--- src/rtl/ddr4_cmd_scheduler_if.sv ---
`default_nettype none
// ============================================================================
// ddr4_cmd_scheduler_if : request side and DDR4 command/address side signals
// Rev 1.0
// ============================================================================
interface ddr4_cmd_scheduler_if #(
  parameter int BGWIDTH   = 2,
  parameter int BAWIDTH   = 2,
  parameter int ADDRWIDTH = 17,
  parameter int COLWIDTH  = 10
);
  localparam int NBANK = 2**(BGWIDTH+BAWIDTH);

  logic                 req_valid;
  logic                 req_ready;
  logic                 req_wr;
  logic [BGWIDTH-1:0]   req_bg;
  logic [BAWIDTH-1:0]   req_ba;
  logic [ADDRWIDTH-1:0] req_row;
  logic [COLWIDTH-1:0]  req_col;

  logic                 cs_n;
  logic                 act_n;
  logic [ADDRWIDTH-1:0] A;
  logic [BGWIDTH-1:0]   bg;
  logic [BAWIDTH-1:0]   ba;
  logic                 writing;
  logic                 rd_valid;
  logic [NBANK-1:0]     bank_open;

  // Traffic source side
  modport master (
    output req_valid, req_wr, req_bg, req_ba, req_row, req_col,
    input  req_ready, cs_n, act_n, A, bg, ba, writing, rd_valid, bank_open
  );

  // Scheduler side
  modport slave (
    input  req_valid, req_wr, req_bg, req_ba, req_row, req_col,
    output req_ready, cs_n, act_n, A, bg, ba, writing, rd_valid, bank_open
  );
endinterface
`default_nettype wire

--- src/rtl/ddr4_cmd_scheduler.sv ---
`default_nettype none
// ============================================================================
// ddr4_cmd_scheduler : single-rank DDR4 PRE/ACT/CAS sequencer with open-row table
// Rev 1.0
// ============================================================================
module ddr4_cmd_scheduler #(
  parameter int BGWIDTH   = 2,
  parameter int BAWIDTH   = 2,
  parameter int ADDRWIDTH = 17,
  parameter int COLWIDTH  = 10,
  parameter int BL        = 8,
  parameter int TRCD      = 15,
  parameter int TRP       = 15,
  parameter int TCL       = 10
) (
  input  logic                ck_t,
  input  logic                reset,
  ddr4_cmd_scheduler_if.slave bus
);
  localparam int NBANK = 2**(BGWIDTH+BAWIDTH);
  localparam int IDXW  = BGWIDTH + BAWIDTH;
  localparam int M1    = (TRP > TRCD) ? TRP : TRCD;
  localparam int M2    = (TCL > BL) ? TCL : BL;
  localparam int CMAX  = (M1 > M2) ? M1 : M2;
  localparam int CNTW  = $clog2(CMAX + 1);

  // A[16:14] carry RAS_n/CAS_n/WE_n; upper bits beyond 16 stay zero
  localparam logic [ADDRWIDTH-1:0] A_NOP = ADDRWIDTH'(17'h1C000);
  localparam logic [ADDRWIDTH-1:0] A_PRE = ADDRWIDTH'(17'h08000);
  localparam logic [ADDRWIDTH-1:0] A_WR  = ADDRWIDTH'(17'h10000);
  localparam logic [ADDRWIDTH-1:0] A_RD  = ADDRWIDTH'(17'h14000);

  localparam logic [CNTW-1:0] CNT_RP  = CNTW'(TRP - 1);
  localparam logic [CNTW-1:0] CNT_RCD = CNTW'(TRCD - 1);
  localparam logic [CNTW-1:0] CNT_CL  = CNTW'(TCL - 1);
  localparam logic [CNTW-1:0] CNT_BL  = CNTW'(BL - 1);

  typedef enum logic [2:0] {
    S_IDLE     = 3'd0,
    S_PRE      = 3'd1,
    S_WAIT_RP  = 3'd2,
    S_ACT      = 3'd3,
    S_WAIT_RCD = 3'd4,
    S_CAS      = 3'd5,
    S_WAIT_CL  = 3'd6,
    S_BURST    = 3'd7
  } state_t;

  state_t               state;
  logic [CNTW-1:0]      cnt;

  logic                 lat_wr;
  logic [BGWIDTH-1:0]   lat_bg;
  logic [BAWIDTH-1:0]   lat_ba;
  logic [ADDRWIDTH-1:0] lat_row;
  logic [COLWIDTH-1:0]  lat_col;

  logic                 cmd_cs_n;
  logic                 cmd_act_n;
  logic [ADDRWIDTH-1:0] cmd_a;
  logic [BGWIDTH-1:0]   cmd_bg;
  logic [BAWIDTH-1:0]   cmd_ba;
  logic                 win_wr;
  logic                 win_rd;
  logic [NBANK-1:0]     open_flag;
  logic [ADDRWIDTH-1:0] open_row [NBANK];

  logic                 accept;
  logic                 sel_wr;
  logic [BGWIDTH-1:0]   sel_bg;
  logic [BAWIDTH-1:0]   sel_ba;
  logic [ADDRWIDTH-1:0] sel_row;
  logic [COLWIDTH-1:0]  sel_col;
  logic [IDXW-1:0]      sel_idx;
  logic                 sel_open;
  logic                 sel_hit;
  logic [ADDRWIDTH-1:0] sel_cas_a;

  assign bus.req_ready = (state == S_IDLE) && !reset;
  assign accept        = bus.req_valid && bus.req_ready;

  // In IDLE the command is built straight from the request; afterwards from the latched copy
  always_comb begin
    sel_wr  = lat_wr;
    sel_bg  = lat_bg;
    sel_ba  = lat_ba;
    sel_row = lat_row;
    sel_col = lat_col;
    if (state == S_IDLE) begin
      sel_wr  = bus.req_wr;
      sel_bg  = bus.req_bg;
      sel_ba  = bus.req_ba;
      sel_row = bus.req_row;
      sel_col = bus.req_col;
    end
  end

  assign sel_idx   = {sel_bg, sel_ba};
  assign sel_open  = open_flag[sel_idx];
  assign sel_hit   = sel_open && (open_row[sel_idx] == sel_row);
  assign sel_cas_a = (sel_wr ? A_WR : A_RD) | ADDRWIDTH'(sel_col);

  always_ff @(posedge ck_t or posedge reset) begin
    if (reset) begin
      state     <= S_IDLE;
      cnt       <= '0;
      lat_wr    <= 1'b0;
      lat_bg    <= '0;
      lat_ba    <= '0;
      lat_row   <= '0;
      lat_col   <= '0;
      cmd_cs_n  <= 1'b1;
      cmd_act_n <= 1'b1;
      cmd_a     <= A_NOP;
      cmd_bg    <= '0;
      cmd_ba    <= '0;
      win_wr    <= 1'b0;
      win_rd    <= 1'b0;
      open_flag <= '0;
      for (int i = 0; i < NBANK; i++) open_row[i] <= '0;
    end else begin
      cmd_cs_n  <= 1'b1;
      cmd_act_n <= 1'b1;
      cmd_a     <= A_NOP;
      unique case (state)
        S_IDLE: begin
          if (accept) begin
            lat_wr   <= bus.req_wr;
            lat_bg   <= bus.req_bg;
            lat_ba   <= bus.req_ba;
            lat_row  <= bus.req_row;
            lat_col  <= bus.req_col;
            cmd_cs_n <= 1'b0;
            cmd_bg   <= sel_bg;
            cmd_ba   <= sel_ba;
            if (sel_hit) begin
              cmd_a <= sel_cas_a;
              cnt   <= CNT_CL;
              state <= S_CAS;
            end else if (sel_open) begin
              cmd_a              <= A_PRE;
              open_flag[sel_idx] <= 1'b0;
              cnt                <= CNT_RP;
              state              <= S_PRE;
            end else begin
              cmd_act_n          <= 1'b0;
              cmd_a              <= sel_row;
              open_flag[sel_idx] <= 1'b1;
              open_row[sel_idx]  <= sel_row;
              cnt                <= CNT_RCD;
              state              <= S_ACT;
            end
          end
        end
        S_PRE, S_WAIT_RP: begin
          if (cnt == '0) begin
            cmd_cs_n           <= 1'b0;
            cmd_act_n          <= 1'b0;
            cmd_a              <= sel_row;
            cmd_bg             <= sel_bg;
            cmd_ba             <= sel_ba;
            open_flag[sel_idx] <= 1'b1;
            open_row[sel_idx]  <= sel_row;
            cnt                <= CNT_RCD;
            state              <= S_ACT;
          end else begin
            cnt   <= cnt - 1'b1;
            state <= S_WAIT_RP;
          end
        end
        S_ACT, S_WAIT_RCD: begin
          if (cnt == '0) begin
            cmd_cs_n <= 1'b0;
            cmd_a    <= sel_cas_a;
            cmd_bg   <= sel_bg;
            cmd_ba   <= sel_ba;
            cnt      <= CNT_CL;
            state    <= S_CAS;
          end else begin
            cnt   <= cnt - 1'b1;
            state <= S_WAIT_RCD;
          end
        end
        S_CAS, S_WAIT_CL: begin
          if (cnt == '0) begin
            win_wr <= lat_wr;
            win_rd <= !lat_wr;
            cnt    <= CNT_BL;
            state  <= S_BURST;
          end else begin
            cnt   <= cnt - 1'b1;
            state <= S_WAIT_CL;
          end
        end
        S_BURST: begin
          if (cnt == '0) begin
            win_wr <= 1'b0;
            win_rd <= 1'b0;
            state  <= S_IDLE;
          end else begin
            cnt <= cnt - 1'b1;
          end
        end
        default: state <= S_IDLE;
      endcase
    end
  end

  assign bus.cs_n      = cmd_cs_n;
  assign bus.act_n     = cmd_act_n;
  assign bus.A         = cmd_a;
  assign bus.bg        = cmd_bg;
  assign bus.ba        = cmd_ba;
  assign bus.writing   = win_wr;
  assign bus.rd_valid  = win_rd;
  assign bus.bank_open = open_flag;

endmodule
`default_nettype wire

--- src/flat_wrapper.sv ---
// flat-port wrapper written by rule: the top's interface ports become plain ports
module ddr4_cmd_scheduler_flat 
#(
  parameter int BGWIDTH   = 2,
  parameter int BAWIDTH   = 2,
  parameter int ADDRWIDTH = 17,
  parameter int COLWIDTH  = 10,
  parameter int BL        = 8,
  parameter int TRCD      = 15,
  parameter int TRP       = 15,
  parameter int TCL       = 10
)
  (ck_t, reset, bus_req_valid, bus_req_wr, bus_req_bg, bus_req_ba, bus_req_row, bus_req_col, bus_req_ready, bus_cs_n, bus_act_n, bus_A, bus_bg, bus_ba, bus_writing, bus_rd_valid, bus_bank_open);
  ddr4_cmd_scheduler_if #(.BGWIDTH(BGWIDTH), .BAWIDTH(BAWIDTH), .ADDRWIDTH(ADDRWIDTH), .COLWIDTH(COLWIDTH)) bus_i ();
  input  logic ck_t;
  input  logic reset;
  input wire logic [$bits(bus_i.req_valid)-1:0] bus_req_valid;
  input wire logic [$bits(bus_i.req_wr)-1:0] bus_req_wr;
  input wire logic [$bits(bus_i.req_bg)-1:0] bus_req_bg;
  input wire logic [$bits(bus_i.req_ba)-1:0] bus_req_ba;
  input wire logic [$bits(bus_i.req_row)-1:0] bus_req_row;
  input wire logic [$bits(bus_i.req_col)-1:0] bus_req_col;
  output wire logic [$bits(bus_i.req_ready)-1:0] bus_req_ready;
  output wire logic [$bits(bus_i.cs_n)-1:0] bus_cs_n;
  output wire logic [$bits(bus_i.act_n)-1:0] bus_act_n;
  output wire logic [$bits(bus_i.A)-1:0] bus_A;
  output wire logic [$bits(bus_i.bg)-1:0] bus_bg;
  output wire logic [$bits(bus_i.ba)-1:0] bus_ba;
  output wire logic [$bits(bus_i.writing)-1:0] bus_writing;
  output wire logic [$bits(bus_i.rd_valid)-1:0] bus_rd_valid;
  output wire logic [$bits(bus_i.bank_open)-1:0] bus_bank_open;
  assign bus_i.req_valid = bus_req_valid;
  assign bus_i.req_wr = bus_req_wr;
  assign bus_i.req_bg = bus_req_bg;
  assign bus_i.req_ba = bus_req_ba;
  assign bus_i.req_row = bus_req_row;
  assign bus_i.req_col = bus_req_col;
  assign bus_req_ready = bus_i.req_ready;
  assign bus_cs_n = bus_i.cs_n;
  assign bus_act_n = bus_i.act_n;
  assign bus_A = bus_i.A;
  assign bus_bg = bus_i.bg;
  assign bus_ba = bus_i.ba;
  assign bus_writing = bus_i.writing;
  assign bus_rd_valid = bus_i.rd_valid;
  assign bus_bank_open = bus_i.bank_open;
  ddr4_cmd_scheduler #(.BGWIDTH(BGWIDTH), .BAWIDTH(BAWIDTH), .ADDRWIDTH(ADDRWIDTH), .COLWIDTH(COLWIDTH), .BL(BL), .TRCD(TRCD), .TRP(TRP), .TCL(TCL)) u_core (.ck_t(ck_t), .reset(reset), .bus(bus_i));
endmodule
--- config.mk ---
export PLATFORM = sky130hd
export DESIGN_NAME = ddr4_cmd_scheduler_flat
export DESIGN_NICKNAME = d
export VERILOG_FILES = /design/src/rtl/ddr4_cmd_scheduler_if.sv /design/src/rtl/ddr4_cmd_scheduler.sv /design/src/flat_wrapper.sv
export SDC_FILE = /design/constraint.sdc
export NUM_CORES = 1
export LEC_CHECK = 0
export ABC_CLOCK_PERIOD_IN_PS = 22400
export BUFFER_PORTS_ARGS = -buffer_cell sky130_fd_sc_hd__buf_2
export CAP_MARGIN = 20
export CORE_MARGIN = 1.5
export CORE_UTILIZATION = 55
export DETAILED_ROUTE_END_ITERATION = 8
export GPL_TIMING_DRIVEN = 0
export HOLD_SLACK_MARGIN = 0.15
export PLACE_DENSITY_LB_ADDON = 0.05
export SYNTH_ARGS = -nofsm -noshare
export SYNTH_HDL_FRONTEND = slang
export SYNTH_SLANG_ARGS = --single-unit
--- constraint.sdc ---
create_clock -name ck_t -period 22.4 [get_ports ck_t]
set_input_delay 4.48 -clock ck_t [delete_from_list [all_inputs] [get_ports ck_t]]
set_output_delay 4.48 -clock ck_t [all_outputs]
set_load 0.05 [all_outputs]
==> flow_summary.toml, run 1 <==
[cts]
cts_root_buffer = "clkbuf_16"
cts_tree = "yes"
cts_buffers = 39
htree_num_levels = 2
cts.reportedPaths.clkPinSlew_ns = 0.06
post_cts_buffers = 0
hold_buffers = 0
cts.path.max_buffers = 3
cts_resized = 0
cts.sinks = 352
clock_latency_ns = 0.53

[timing]
skew_ns = 0.02394
fin_setup_tns_ns = 0
min_period_ns = 9.472
rsz0062_at_grt = "false"
holdWs_ns = 0.4732
hold_viol_final = 0
relSlewSlack_pct = 18.63
maxSlewViolCount = 0
setup_viol = 0
fmax_ghz = 0.1056
worst_pin_slew_ns = 1.221
finalCritPeriodShare_pct = 42.29

[logic_synthesis]
syn_nets = 1880
syn_area_um2 = 16900
yosys.area.top_type = "dfrtp_1"
synth_flop_cell = "dfrtp_1"
ys_seq_area_share_pct = 52.17
synth_cell_types = 74
synth_most_common_cell = "nand2_1"
synthTopCellsByCount = "490 x nand2_1, 347 x dfrtp_1, 249 x o21ai_0, 93 x clkbuf_1, 91 x mux2i_1"
ys_async_sr_fraction_pct = 100.0
synth_area_leaders = "dfrtp_1 51%, nand2_1 11%, o21ai_0 7.4%"
synth_top_area_share_pct = 51.39
syn_inst = 1843
synth_seq_cells = 352
postSynthAreaPerCell_um2 = 9.168
synth_edf_count = 0
ys_warn_count = 0

[floorplan]
coreArea_um2 = 29950
die_w_um = 178.3
fp.dieH_um = 178.3
io_pins = 77
start_util_pct = 56.41
die_area_um2 = 31780
rows = 63

[worst_setup_path]
start_kind = "input port"
worst_path_max_delay_cell = "buf_2"
cp.arrival_ns = 4.99
cpPeakStageDelay_ns = 0.27
rr_endpoint = "u_core.open_row[206]$_DFFE_PP0P_"
crit_path_frequent_cell = "buf_2"
reg2reg_slack_ns = 16.84
cp_data_required_time_ns = 17.92
timing.rr.start = "u_core.state[2]$_DFFE_PP0P_"
path_cells = "buf_2 > nor2_1 > buf_2"
crit_type = "in2out"
r2r_cells = 14
crit_fanout = 3
end_kind = "primary output"

[cells_and_area]
layout-drive-gt1-share_pct = 11.71
final_core_util_pct = 63.89
final-seq-area_um2 = 8815
n_antenna_cell = 0
area_growth_pct = 13.27
stdcell_area_um2 = 19140
multi_input_area_um2 = 7333
fin_nets = 1998
fill_cells = 2583

[detailed_routing]
ant_nets = 0
drcViolationCount = 0
drt-total-wl_um = 57670
num_vias = 14701
viasPerCell = 6.179
drt_first_pass_iters = 6
drt_iter0_drc = 1814
wl_per_cell_um = 24.24

[placed_design]
portBuffers = 74
place_congestion = 0.9904
placed_area_um2 = 17840
hpwl_um = 39850

[worst_hold_path]
hold_path_end = "u_core.open_row[111]$_DFFE_PP0P_"
whs_path_depth = 2
hold_start = "u_core.open_row[111]$_DFFE_PP0P_"
hp-class = "reg2reg"

[job]
cap_violations = 0

[power_and_ir_drop]
internal_power_mw = 1.559
switching_share_pct = 42.76
clockPowerShare_pct = 24.0
power.switching_mw = 1.165
powerDensity_nw_per_um2 = 142.3
vdd_ir_drop_max_uv = 82.31
p_leak_nw = 8.620
p_seq_share_pct = 33.4
power.total_mw = 2.724
power_frac_comb_pct = 42.6

[grt]
grt_max_degree = 120
track_usage_pct = 37.34
grt_overflow = 0
grt_pass1_wl_um = 86630
grt_antenna_before_repair = 2
grt_pass1_vias = 13772

[outcome]
status = "completed"
-- cell usage in the layout (no fill, tap or decap), types with 39 or more instances in the layout --
master     Yosys  final
a21oi_1       69     69
buf_2         34    108
clkbuf_1      93    101
clkbuf_16      0     39
dfrtp_1      347    347
mux2i_1       91     91
nand2_1      490    490
nand3_1       60     60
nor2_1        89     89
o21ai_0      249    249
-- area by class of cell --
class	count	share of cell area [%]
Buffer	145	3.596
Clock buffer	58	6.047
Clock inverter	11	0.7126
Inverter	16	0.3530
Multi-Input combinational cell	1330	38.32
Sequential cell	352	46.06
Tap cell	390	2.550
Timing Repair Buffer	77	2.367
-- layer usage --
| metal | global-route usage, % | wire length, µm | vias up |
|---|---|---|---|
| li1 | - | - | 6540 |
| met1 | 54.15 | 24590 | 7221 |
| met2 | 53.71 | 24400 | 806 |
| met3 | 8.653 | 6087 | 132 |
| met4 | 15.80 | 2577 | 2 |
| met5 | 0 | 13 | - |
-- power groups by stage --
stage	logic (mW)	registers, mW	clock network, mW
after floorplan	0.716	0.913	0
after global placement	1.11	0.910	0
after detailed placement	1.12	0.915	0
after CTS	1.13	0.905	0.656
after global routing	1.23	0.927	0.684
final	1.16	0.910	0.653
-- registers in the layout, indices dropped and copies added (netlist names), 3 cells and up, named ones only --
name and count:
u_core.bus.A 17, u_core.cnt 4, u_core.lat_col 10, u_core.lat_row 17, u_core.open_row 272, u_core.state 3
-- worst max-delay path by stage --
stage | from | end | slack (ns) | cells after the start
finish | reset | bus_req_ready | 12.93 | 3
global route | reset | bus_req_ready | 12.89 | 3
global placement | reset | u_core.open_row[216]$_DFFE_PP0P_ | 2.87 | 11
floorplan | reset | u_core.open_row[207]$_DFFE_PP0P_ | 7.99 | 11
detailed placement | reset | bus_req_ready | 12.92 | 3
CTS | reset | bus_req_ready | 12.92 | 3
-- worst max-delay path: cells and delay by family --
family                 cells  cell delay [ns]
and+or+nand+nor            1             0.10
buffers and inverters      2             0.41
-- cells by family after synthesis --
| group | synth area share, % |
|---|---|
| compound gates | 15.36 |
| xor+xnor | 3.162 |
| fa+ha+maj | 0.1481 |
| buf+inv | 4.428 |
| flops | 52.17 |
| mux | 6.805 |
| simple gates | 17.93 |
-- metrics by stage --
stage | worst slack, ns | instances
5_1_grt | 12.89 | 2379
3_5_place_dp | 12.92 | 2310
4_1_cts | 12.92 | 2379
2_1_floorplan | 7.995 | 1843
6_report | 12.93 | 2379
3_3_place_gp | 2.874 | 2307
Power figures use the tool's default switching activity.
==> run 2: changes to the inputs <==
--- a/config.mk
+++ b/config.mk
@@ -5,7 +5,7 @@
 export SDC_FILE = /design/constraint.sdc
 export NUM_CORES = 1
 export LEC_CHECK = 0
-export ABC_CLOCK_PERIOD_IN_PS = 22400
+export ABC_CLOCK_PERIOD_IN_PS = 8200
 export BUFFER_PORTS_ARGS = -buffer_cell sky130_fd_sc_hd__buf_2
 export CAP_MARGIN = 20
 export CORE_MARGIN = 1.5
==> constraint.sdc (replaced) <==
create_clock -name ck_t -period 8.2 [get_ports ck_t]
set_input_delay 1.64 -clock ck_t [delete_from_list [all_inputs] [get_ports ck_t]]
set_output_delay 1.64 -clock ck_t [all_outputs]
set_load 0.05 [all_outputs]
==> run 2 against run 1 <==
Global-route usage down 0.075 points. Clock skew down 0.0044 ns. Die area unchanged. Sequential power rose to 2.7 times the previous value. Power rose to 2.7 times the previous value. Critical path type is now in2reg. Sequential share of layout area down 0.16 points. First-iteration DRC count down 7.4%. Largest cell class unchanged. Critical path depth up 12. Largest power group unchanged.
==> flow_summary.toml, run 2 (synthesis results as in run 1) <==
[worst_setup_path]
crit_buf_inv = 4
r2r_cells = 13
crit_fanout = 10
cp_data_required_time_ns = 8.64
start_kind = "input port"
crit_type = "in2reg"
worst_path_max_delay_cell = "a221oi_2"
crit_family = "simple AND/OR/NAND/NOR gates"
end_kind = "flip-flop"
cp.depth = 15
timing.rr.start = "u_core.state[0]$_DFFE_PP0P_"
reg2reg_slack_ns = 2.73
cpPeakStageDelay_ns = 0.92
crit_path_frequent_cell = "buf_2"
cp.arrival_ns = 6.56
path_cells = "buf_2 > or4b_4 > nand2_4 > buf_8 > mux2i_1 > o22ai_1 > nor4_4 > nand2_1 > a221oi_2 > buf_2 > nand2_1 > nor2_2 > buf_2 > nor2_1 > a21oi_1"

[timing]
fmax_ghz = 0.1635
worst_pin_slew_ns = 1.245
finalCritPeriodShare_pct = 74.59
min_period_ns = 6.117
setup_viol = 0
maxSlewViolCount = 0
hold_viol_final = 0
rsz0062_at_grt = "false"
relSlewSlack_pct = 14.63
timing.final.ws_setup_ns = 2.083
skew_ns = 0.01953
fin_setup_tns_ns = 0

[grt]
grt_pass1_vias = 13756
grt_max_degree = 43
grt_pass1_wl_um = 86640
grt_antenna_before_repair = 0
grt_overflow = 0
track_usage_pct = 37.26

[worst_hold_path]
hold_path_end = "u_core.lat_row[6]$_DFFE_PP0P_"
hold_start = "u_core.lat_row[6]$_DFFE_PP0P_"
hp-class = "reg2reg"
whs_path_depth = 2

[job]
cap_violations = 0

[placed_design]
dp_slack_ns = 1.937
hpwl_um = 40790
portBuffers = 74
place_congestion = 0.9867
placed_area_um2 = 17960

[floorplan]
fp.dieH_um = 178.3
die_area_um2 = 31780
rows = 63
start_util_pct = 56.41
io_pins = 77
coreArea_um2 = 29950
die_w_um = 178.3

[cells_and_area]
fin_nets = 2006
fill_cells = 2582
largest_register_ffs = 272
final_common_cell = "nand2_1"
layout-drive-gt1-share_pct = 12.03
stdcell_area_um2 = 19200
final_cell_mix = "490 x nand2_1, 347 x dfrtp_1, 249 x o21ai_0"
largest-register = "u_core.open_row"
final_core_util_pct = 64.11
area_growth_pct = 13.66

[detailed_routing]
drt_first_pass_iters = 7
drcViolationCount = 0
drt-total-wl_um = 58140
num_vias = 14798
wl_per_cell_um = 24.37
viasPerCell = 6.202
ant_nets = 0
drt_iter0_drc = 1679

[cts]
hold_buffers = 0
cts_tree = "yes"
htree_num_levels = 2
clock_latency_ns = 0.53
cts_root_buffer = "clkbuf_16"
post_cts_buffers = 0
cts_buffers = 39
cts_resized = 0
cts.sinks = 352
cts.reportedPaths.clkPinSlew_ns = 0.06
cts.path.max_buffers = 3

[outcome]
status = "completed"

[power_and_ir_drop]
powerDensity_nw_per_um2 = 384.4
p_leak_nw = 8.652
power.total_mw = 7.382
vdd_ir_drop_max_uv = 232.5
[run 2: layout make-up]
type	instances	area, µm²	area share, %
diodes	1	2.502	0.01303
plain buffers	145	693.2	3.609
clock buffers	61	1169	6.085
clock inverters	6	62.56	0.3258
inverters	16	63.81	0.3323
multi-input cells	1330	7333	38.18
flip-flops and latches	352	8815	45.90
well taps	390	488.0	2.541
repair buffers	85	578.1	3.010
[run 2: worst max path at each step]
stage	startpoint	slack, ns	endpoint
2_1_floorplan	reset	-0.20	u_core.bus.A[0]$_DFF_PP0_
3_3_place_gp	reset	-3.52	u_core.open_row[114]$_DFFE_PP0P_
3_5_place_dp	bus_req_ba[1]	1.94	u_core.open_row[207]$_DFFE_PP0P_
4_1_cts	bus_req_ba[1]	2.43	u_core.open_row[208]$_DFFE_PP0P_
5_1_grt	bus_req_ba[1]	2.15	u_core.open_row[208]$_DFFE_PP0P_
6_report	bus_req_ba[1]	2.08	u_core.open_row[208]$_DFFE_PP0P_
[run 2: per-layer routing]
layer / global-route usage [%] / part of all wire [%]
met5: 0 / 0
met4: 13.68 / 3.9
met3: 7.502 / 11
met2: 54.83 / 43
met1: 54.59 / 42
[run 2: power breakdown]
part           total [mW]  switching (mW)  internal, mW  leakage [nW]
Combinational        3.18            2.18          1.00          3.39
Sequential           2.49           0.296          2.20          4.66
Clock                1.71           0.704          1.01         0.607
[run 2: worst min-delay path, cell delays in order, from the launching register on]
cell and delay [ns]:
dfrtp_1 0.34, nand2_1 0.05, nand2_1 0.06
[run 2: through the flow]
step	instances	hold slack (ns)
floorplan	1843	0.4418
global placement	2307	0.4562
detailed placement	2317	0.4614
CTS	2384	0.4770
global route	2385	0.4919
finish	2386	0.4780
